### src/rtl/alu_cmd_issue_if.sv
// Bundle of the command, ALU-drive and response signals of alu_cmd_issue.
// slave = the issue block, master = upstream/ALU/response side.
interface alu_cmd_issue_if #(
  parameter int FIFO_DEPTH = 4
);
  localparam int CW = $clog2(FIFO_DEPTH) + 1;

  logic          cmd_valid;
  logic          cmd_ready;
  logic [7:0]    cmd_a;
  logic [7:0]    cmd_b;
  logic          cmd_cin;
  logic [2:0]    cmd_sel;

  logic [7:0]    alu_a;
  logic [7:0]    alu_b;
  logic          alu_cin;
  logic [2:0]    alu_sel;
  logic [15:0]   alu_result;
  logic          alu_carry;

  logic          rsp_valid;
  logic          rsp_ready;
  logic [15:0]   rsp_result;
  logic          rsp_carry;
  logic [2:0]    rsp_sel;
  logic          rsp_err;

  logic [CW-1:0] fifo_count;

  modport master (
    output cmd_valid, cmd_a, cmd_b, cmd_cin, cmd_sel, alu_result, alu_carry, rsp_ready,
    input  cmd_ready, alu_a, alu_b, alu_cin, alu_sel,
    input  rsp_valid, rsp_result, rsp_carry, rsp_sel, rsp_err, fifo_count
  );

  modport slave (
    input  cmd_valid, cmd_a, cmd_b, cmd_cin, cmd_sel, alu_result, alu_carry, rsp_ready,
    output cmd_ready, alu_a, alu_b, alu_cin, alu_sel,
    output rsp_valid, rsp_result, rsp_carry, rsp_sel, rsp_err, fifo_count
  );
endinterface

### src/rtl/alu_cmd_issue.sv
// Command FIFO feeding a registered alu_8bit drive, one response per command.
// Optional macro ALU_CMD_ISSUE_ILLEGAL_OP_CHECK_EN flags sel=3'b111 as illegal.
module alu_cmd_issue #(
  parameter int FIFO_DEPTH = 4
) (
  input logic           clk,
  input logic           rst,
  alu_cmd_issue_if.slave bus
);
  localparam int PW = $clog2(FIFO_DEPTH);
  localparam int CW = PW + 1;

  typedef enum logic [1:0] {IDLE, ISSUE, RESP} state_t;

  typedef struct packed {
    logic [7:0] a;
    logic [7:0] b;
    logic       cin;
    logic [2:0] sel;
  } cmd_t;

  cmd_t          mem_q [FIFO_DEPTH];
  logic [PW-1:0] wr_ptr_q, wr_ptr_d, rd_ptr_q, rd_ptr_d;
  logic [CW-1:0] count_q, count_d;
  state_t        state_q, state_d;
  cmd_t          alu_cmd_q, alu_cmd_d;
  logic [15:0]   rsp_result_q, rsp_result_d;
  logic          rsp_carry_q, rsp_carry_d;
  logic [2:0]    rsp_sel_q, rsp_sel_d;
  logic          rsp_valid_q, rsp_valid_d;
`ifdef ALU_CMD_ISSUE_ILLEGAL_OP_CHECK_EN
  logic          rsp_err_q, rsp_err_d;
`endif

  logic full, push, pop;
  cmd_t head, push_cmd;

  // Readiness and pop both look only at registered occupancy, so a command
  // written this edge cannot be popped until the next one.
  always_comb begin
    full     = (count_q == CW'(FIFO_DEPTH));
    push     = bus.cmd_valid && !full;
    pop      = (count_q != '0) &&
               ((state_q == IDLE) || ((state_q == RESP) && bus.rsp_ready));
    head     = mem_q[rd_ptr_q];
    push_cmd = {bus.cmd_a, bus.cmd_b, bus.cmd_cin, bus.cmd_sel};
    wr_ptr_d = push ? wr_ptr_q + PW'(1) : wr_ptr_q;
    rd_ptr_d = pop  ? rd_ptr_q + PW'(1) : rd_ptr_q;
    unique case ({push, pop})
      2'b10:   count_d = count_q + CW'(1);
      2'b01:   count_d = count_q - CW'(1);
      default: count_d = count_q;
    endcase
  end

  always_comb begin
    state_d      = state_q;
    alu_cmd_d    = alu_cmd_q;
    rsp_result_d = rsp_result_q;
    rsp_carry_d  = rsp_carry_q;
    rsp_sel_d    = rsp_sel_q;
    rsp_valid_d  = rsp_valid_q;
`ifdef ALU_CMD_ISSUE_ILLEGAL_OP_CHECK_EN
    rsp_err_d    = rsp_err_q;
`endif
    unique case (state_q)
      IDLE: begin
        if (pop) begin
          alu_cmd_d = head;
          state_d   = ISSUE;
        end
      end
      ISSUE: begin
        rsp_result_d = bus.alu_result;
        rsp_carry_d  = bus.alu_carry;
        rsp_sel_d    = alu_cmd_q.sel;
        rsp_valid_d  = 1'b1;
        state_d      = RESP;
`ifdef ALU_CMD_ISSUE_ILLEGAL_OP_CHECK_EN
        rsp_err_d    = 1'b0;
        if (alu_cmd_q.sel == 3'b111) begin
          rsp_result_d = 16'h0000;
          rsp_carry_d  = 1'b0;
          rsp_err_d    = 1'b1;
        end
`endif
      end
      RESP: begin
        if (bus.rsp_ready) begin
          rsp_valid_d = 1'b0;
          if (pop) begin
            alu_cmd_d = head;
            state_d   = ISSUE;
          end else begin
            state_d   = IDLE;
          end
        end
      end
      default: state_d = IDLE;
    endcase
  end

  always_ff @(posedge clk) begin
    if (push && !rst) mem_q[wr_ptr_q] <= push_cmd;
  end

  always_ff @(posedge clk) begin
    if (rst) begin
      state_q      <= IDLE;
      wr_ptr_q     <= '0;
      rd_ptr_q     <= '0;
      count_q      <= '0;
      alu_cmd_q    <= '0;
      rsp_result_q <= '0;
      rsp_carry_q  <= 1'b0;
      rsp_sel_q    <= '0;
      rsp_valid_q  <= 1'b0;
`ifdef ALU_CMD_ISSUE_ILLEGAL_OP_CHECK_EN
      rsp_err_q    <= 1'b0;
`endif
    end else begin
      state_q      <= state_d;
      wr_ptr_q     <= wr_ptr_d;
      rd_ptr_q     <= rd_ptr_d;
      count_q      <= count_d;
      alu_cmd_q    <= alu_cmd_d;
      rsp_result_q <= rsp_result_d;
      rsp_carry_q  <= rsp_carry_d;
      rsp_sel_q    <= rsp_sel_d;
      rsp_valid_q  <= rsp_valid_d;
`ifdef ALU_CMD_ISSUE_ILLEGAL_OP_CHECK_EN
      rsp_err_q    <= rsp_err_d;
`endif
    end
  end

  assign bus.cmd_ready  = !full;
  assign bus.fifo_count = count_q;
  assign bus.alu_a      = alu_cmd_q.a;
  assign bus.alu_b      = alu_cmd_q.b;
  assign bus.alu_cin    = alu_cmd_q.cin;
  assign bus.alu_sel    = alu_cmd_q.sel;
  assign bus.rsp_valid  = rsp_valid_q;
  assign bus.rsp_result = rsp_result_q;
  assign bus.rsp_carry  = rsp_carry_q;
  assign bus.rsp_sel    = rsp_sel_q;
`ifdef ALU_CMD_ISSUE_ILLEGAL_OP_CHECK_EN
  assign bus.rsp_err    = rsp_err_q;
`else
  assign bus.rsp_err    = 1'b0;
`endif
endmodule

### src/flat_wrapper.sv
// flat-port wrapper written by rule: the top's interface ports become plain ports
module alu_cmd_issue_flat 
#(
  parameter int FIFO_DEPTH = 4
)
  (clk, rst, bus_cmd_valid, bus_cmd_a, bus_cmd_b, bus_cmd_cin, bus_cmd_sel, bus_alu_result, bus_alu_carry, bus_rsp_ready, bus_cmd_ready, bus_alu_a, bus_alu_b, bus_alu_cin, bus_alu_sel, bus_rsp_valid, bus_rsp_result, bus_rsp_carry, bus_rsp_sel, bus_rsp_err, bus_fifo_count);
  alu_cmd_issue_if #(.FIFO_DEPTH(FIFO_DEPTH)) bus_i ();
  input logic clk;
  input logic rst;
  input wire logic [$bits(bus_i.cmd_valid)-1:0] bus_cmd_valid;
  input wire logic [$bits(bus_i.cmd_a)-1:0] bus_cmd_a;
  input wire logic [$bits(bus_i.cmd_b)-1:0] bus_cmd_b;
  input wire logic [$bits(bus_i.cmd_cin)-1:0] bus_cmd_cin;
  input wire logic [$bits(bus_i.cmd_sel)-1:0] bus_cmd_sel;
  input wire logic [$bits(bus_i.alu_result)-1:0] bus_alu_result;
  input wire logic [$bits(bus_i.alu_carry)-1:0] bus_alu_carry;
  input wire logic [$bits(bus_i.rsp_ready)-1:0] bus_rsp_ready;
  output wire logic [$bits(bus_i.cmd_ready)-1:0] bus_cmd_ready;
  output wire logic [$bits(bus_i.alu_a)-1:0] bus_alu_a;
  output wire logic [$bits(bus_i.alu_b)-1:0] bus_alu_b;
  output wire logic [$bits(bus_i.alu_cin)-1:0] bus_alu_cin;
  output wire logic [$bits(bus_i.alu_sel)-1:0] bus_alu_sel;
  output wire logic [$bits(bus_i.rsp_valid)-1:0] bus_rsp_valid;
  output wire logic [$bits(bus_i.rsp_result)-1:0] bus_rsp_result;
  output wire logic [$bits(bus_i.rsp_carry)-1:0] bus_rsp_carry;
  output wire logic [$bits(bus_i.rsp_sel)-1:0] bus_rsp_sel;
  output wire logic [$bits(bus_i.rsp_err)-1:0] bus_rsp_err;
  output wire logic [$bits(bus_i.fifo_count)-1:0] bus_fifo_count;
  assign bus_i.cmd_valid = bus_cmd_valid;
  assign bus_i.cmd_a = bus_cmd_a;
  assign bus_i.cmd_b = bus_cmd_b;
  assign bus_i.cmd_cin = bus_cmd_cin;
  assign bus_i.cmd_sel = bus_cmd_sel;
  assign bus_i.alu_result = bus_alu_result;
  assign bus_i.alu_carry = bus_alu_carry;
  assign bus_i.rsp_ready = bus_rsp_ready;
  assign bus_cmd_ready = bus_i.cmd_ready;
  assign bus_alu_a = bus_i.alu_a;
  assign bus_alu_b = bus_i.alu_b;
  assign bus_alu_cin = bus_i.alu_cin;
  assign bus_alu_sel = bus_i.alu_sel;
  assign bus_rsp_valid = bus_i.rsp_valid;
  assign bus_rsp_result = bus_i.rsp_result;
  assign bus_rsp_carry = bus_i.rsp_carry;
  assign bus_rsp_sel = bus_i.rsp_sel;
  assign bus_rsp_err = bus_i.rsp_err;
  assign bus_fifo_count = bus_i.fifo_count;
  alu_cmd_issue #(.FIFO_DEPTH(FIFO_DEPTH)) u_core (.clk(clk), .rst(rst), .bus(bus_i));
endmodule
### config.mk
export PLATFORM = sky130hd
export DESIGN_NAME = alu_cmd_issue_flat
export DESIGN_NICKNAME = d
export VERILOG_FILES = /design/src/rtl/alu_cmd_issue_if.sv /design/src/rtl/alu_cmd_issue.sv /design/src/flat_wrapper.sv
export SDC_FILE = /design/constraint.sdc
export NUM_CORES = 1
export LEC_CHECK = 0
export CELL_PAD_IN_SITES_DETAIL_PLACEMENT = 1
export CELL_PAD_IN_SITES_GLOBAL_PLACEMENT = 1
export CORE_UTILIZATION = 40
export DETAILED_ROUTE_END_ITERATION = 10
export PLACE_DENSITY_LB_ADDON = 0.12
export SLEW_MARGIN = 20
export SYNTH_ARGS = -nofsm -noshare
export SYNTH_HDL_FRONTEND = slang
export SYNTH_SLANG_ARGS = --single-unit
### constraint.sdc
create_clock -name clk -period 3.5 [get_ports clk]
set_input_delay 0.7 -clock clk [delete_from_list [all_inputs] [get_ports clk]]
set_output_delay 0.7 -clock clk [all_outputs]
set_load 0.01 [all_outputs]
# [After elaboration in Yosys (flattened, before gate mapping)]
# Memories as Yosys holds them, arrays and structs flattened. A register that Yosys moved wholly into a read port is not among the register bits.
# Index checks and enable logic that the tools add are counted.
[totals] ff_bits=50 mem_bits_rw=80 n_memories=1
[mem_list] name="u_core.mem_q" depth=4 width=20 read_ports=1 rd_clocked_by_memory_dff=1 wr=1 line="alu_cmd_issue.sv:22" source="cmd_t mem_q [FIFO_DEPTH];"
[op_classes] addsub=4 eq_ne=7 n_mux=14 reduce_logical=15
[ops] op="20-bit 2-to-1 mux" count=2
[ops] op="20-bit one-hot mux with 2 select lines" count=1
[ops] op="2-bit 2-to-1 mux" count=4
[ops] op="2-bit one-hot mux with 3 select lines" count=1
[ops] op="3-bit one-hot mux with 2 select lines" count=1
[ops] op="2-bit AND reduction" count=3
[ops] op="2-bit nonzero test" count=3
[ops] op="2-bit by 1-bit adder with 2-bit output (second input constant)" count=2
[ops] op="2-bit by 1-bit equality test with 1-bit output (second input constant)" count=2
[ops] op="2-bit equality test (second input constant)" count=2
[ops] op="1-bit logical AND" count=4
[ops] op="1-bit 2-to-1 mux" count=4
[ops] op="3-bit by 1-bit adder with 3-bit output (second input constant)" count=1
[ops] op="3-bit equality test (second input constant)" count=1
[ops] op="3-bit nonzero test" count=1
[ops] op="3-bit by 1-bit subtractor with 3-bit output (second input constant)" count=1
[ops] op="1-bit logical NOT" count=2
[ops] op="2-bit logical NOT" count=1
[ops] op="2-bit by 1-bit != test with 1-bit output (second input constant)" count=1
[ops] op="2-bit != test (second input constant)" count=1
[ops] op="1-bit one-hot mux with 2 select lines" count=1
[ops] op="1-bit logical OR" count=1

# [Longest topological paths before layout]
[logic_depth] depth_word=7 depth_mapped=9 ltp_nobuf=9

# [Worst setup path after synthesis]
# OpenSTA, ideal clock, no wires.
[synth_timing] path_type="input to register" start="input port bus_rsp_ready" end="register u_core.count_q[2], in the netlist u_core.bus.fifo_count[2]" setup_time_ns=0.070 t_arrival_ns=2.535 required_time_ns=3.430 slack_ns=0.895 path_stages=9 n_path_buf=1 cell_sequence="and2b_1 -> nor3_1 -> buf_2 -> ha_1 -> inv_1 -> fa_1 -> xor2_1 -> or3_1 -> a21oi_1"
[synth_via] elab_chain_len=5 elab_cells_between_ends=7
[synth_lines] element="start: declaration" line="flat_wrapper.sv:17" source="input wire logic [$bits(bus_i.rsp_ready)-1:0] bus_rsp_ready;"
[synth_lines] element="1-bit logical AND *" line="alu_cmd_issue.sv:44" source="((state_q == IDLE) || ((state_q == RESP) && bus.rsp_ready));"
[synth_lines] element="1-bit logical OR *" line="alu_cmd_issue.sv:44"
[synth_lines] element="1-bit logical AND *" line="alu_cmd_issue.sv:43" source="pop = (count_q != '0) &&"
[synth_lines] element="2-bit by 1-bit equality test with 1-bit output / 2-bit equality test (equally long branches)" line="alu_cmd_issue.sv:49" source="unique case ({push, pop})"
[synth_lines] element="3-bit one-hot mux with 2 select lines / 2-bit nonzero test (equally long branches)"
[synth_lines] element="end signal: assignment" line="alu_cmd_issue.sv:125" source="count_q <= count_d;"
[synth_lines] element="end: declaration" line="alu_cmd_issue.sv:24" source="logic [CW-1:0] count_q, count_d;"
# Mark *: on every way between the ends. The rest lies on a longest branch, timed or not.
# A chain may end at the register's enable or synchronous reset.

# [Final worst setup path]
# Ends and elaborated chain as after synthesis.

==> metrics.txt <==
status=complete, no violations; crit-path max FO=6; number of diodes=0; post-layout min period=2590 ps; first-pass GRT wire length=15.8 mm; Reg power frac=0.407; routed via count=2936; EDFF count, synth=80; RSZ-0062 raised after global routing=false; Sw Share=0.280; CP peak stage delay=480 ps; DRT iter0 DRCs=149; grt total ovfl=0; TritonCTS clock tree=built; ys flop type=edfxtp_1; sequential share of the synthesized area=0.699; clock root buffer=clkbuf_16; Combinational Power Share=0.244; layout cells sized above 1=0.153; LEAKAGE=0.00218 uW; CP cell instances=clkdlybuf4s50_1, and2b_1, nor3_2, ha_1, inv_1, fa_1, xor2_1, or3_1, a21oi_1; die width=113 um; Tot GR Track Use=0.169; Sink Count=132; NetSw=1450 uW; crit path DAT=2920 ps; Reg2Reg Launch Point=u_core.bus.fifo_count[2]; Max Clock Skew=8.27 ps; Chip Height=113 um; Synth Register Bits=132; Avg Inst Size Synth=15.0 um2; Tcrit/Tclk final=0.739; most common cell after layout, fill and taps aside=clkdlybuf4s50_1; # Post-CTS Setup Buffers=0; final non-filler cell total=579; Final setup viols=0; clock slew at reported path FFs=50 ps; Synth-to-Final Area Change=32.8%; Setup CP Type=in -> reg; Avg WL per Cell=17.3 um; DIE AREA=12800 um2; Slew Limit Fails=0; hpwl dp=6.02 mm; pwr dens=792 nW/um2; DR DRC count=0; ys async rst share=0; CTS max path bufs=2; Clock power frac=0.350; core footprint=12000 um2; starting density of the core=0.410; peak supply drop=0.480 mV; Hold Path Class=reg -> reg; vias in the first global route=3141; Ys Warns=0; slew margin rel.=0.310; most frequent cells in the layout=clkdlybuf4s50_1, edfxtp_1, dfxtp_1, nand2_1, a21oi_1; H-tree depth=4; CP Launch Point=bus_rsp_ready; Final Hold Viols=0; cell area after synthesis=4920 um2; Post-Syn Nets=375; Via density=5.07; Multi-input gate area=1360 um2; dpl cell area=5920 um2; R2R Setup Slk=1110 ps; FP Rows=40; Worst-Margin Slew=1030 ps; FMAX=386 MHz; Internal=3730 uW; final wirelength=10.0 mm; Antenna Violating Nets Remaining=0; Crit. End Element=flip-flop; Clock Latency Late Sink=410 ps; Critical Path Start Type=primary input; I/O pin count=87; dpl cells=547; PortBufs=85; Hold Startpoint=u_core.bus.rsp_result[6]; DR pass1 iterations=4; antenna violations before repair=0; Post-CTS Hold Buffers=0; Final Instance Area=6540 um2; largest net degree at the start of global routing=54; CTS Buf Count=17; CTS resizes=0; Fin Setup TNS=0 ps; Fillers=1183; nets@finish=466; number of distinct library cells after synthesis=32; crit path max-delay cell type=clkdlybuf4s50_1; gate count after technology mapping=328; Worst EP required=3830 ps; GPL Wtd Cong=0.655; MaxCap Viol Count=0; Sequential Area=3440 um2
[power groups by stage]
stage	logic (uW)	clock network [uW]	registers (uW)
finish	1260	1810	2110
global route	1380	1920	2140
CTS	1290	1850	2120
detailed placement	1280	0	2140
floorplan	700	0	2110
global placement	1250	0	2130
[logic make-up (layout without fill, tap and decap cells)]
logic type / after synthesis / in the layout / synth area share
DFF: 132 / 132 / 0.699
and+or+nand+nor: 85 / 85 / 0.0907
AOI/OAI and AO/OA: 53 / 53 / 0.0701
buffers and inverters: 28 / 132 / 0.0252
muxes: 21 / 21 / 0.0937
adders and majority gates: 6 / 6 / 0.0168
xor gates and xnor gates: 2 / 2 / 0.00356
other: 1 / 1 / 0.000761
[worst paths after layout]
check        cells after the start                       end
min reg2reg                      2  u_core.bus.rsp_result[6]
max                              9  u_core.bus.fifo_count[2]
max reg2reg                      9  u_core.bus.fifo_count[2]
min                              2  u_core.bus.rsp_result[6]
[metrics by stage]
step | hold slack, ps | power, uW | worst slack (ps) | util
floorplan | 444 | 2810 | 895 | -
global placement | 442 | 3380 | 601 | 0.493
detailed placement | 449 | 3420 | 545 | 0.493
CTS | 457 | 5260 | 898 | 0.545
global route | 471 | 5440 | 743 | 0.545
finish | 453 | 5180 | 912 | 0.545
[metal layers]
layer  vias up  part of all wire  global-route usage
li1       1389                 -                   -
met1      1456              0.43               0.190
met2        75              0.51               0.301
met3        16             0.041              0.0450
met4         0             0.017              0.0763
met5         -                 0                   0
[synthesized netlist by cell type, types with 2 or more instances]
library cell,count,area share
o21ai_0,4,0.0041
edfxtp_1,80,0.49
inv_1,8,0.0061
mux4_2,20,0.091
a21oi_1,27,0.027
nor2_1,5,0.0038
o2bb2ai_1,20,0.036
nand3_1,2,0.0020
nor3_1,2,0.0020
nor2b_1,2,0.0025
ha_1,5,0.013
nand2b_1,22,0.028
nand2_1,41,0.031
clkbuf_1,7,0.0053
xor2_1,2,0.0036
and2_1,4,0.0051
dfxtp_1,52,0.21
buf_2,11,0.011
[flip-flops by register name, indices dropped and copies added (netlist names), 2 cells and up, named ones only]
name,flops
u_core.bus.alu_b,8
u_core.wr_ptr_q,2
u_core.rd_ptr_q,2
u_core.bus.alu_sel,3
u_core.bus.rsp_sel,3
u_core.bus.alu_a,8
u_core.state_q,2
u_core.bus.rsp_result,16
u_core.bus.fifo_count,3
u_core.mem_q,80
[worst max-delay path, delay by kind of cell]
family / cells / cell delay [ps]
XOR/XNOR: 1 / 160
buffers and inverters: 2 / 540
adder cells (fa/ha/maj): 2 / 590
AO/OA/AOI/OAI: 1 / 140
AND/OR/NAND/NOR: 3 / 780
[area by class of cell]
cell class / instances / share of cell area
sequential: 132 / 0.527
multi-input combinational: 168 / 0.208
timing repair buffer: 92 / 0.137
clock buffer: 21 / 0.0769
tap: 147 / 0.0281
clock inverter: 11 / 0.0182
inverter: 8 / 0.00459
Note: power is estimated with default switching activity, not from simulation.
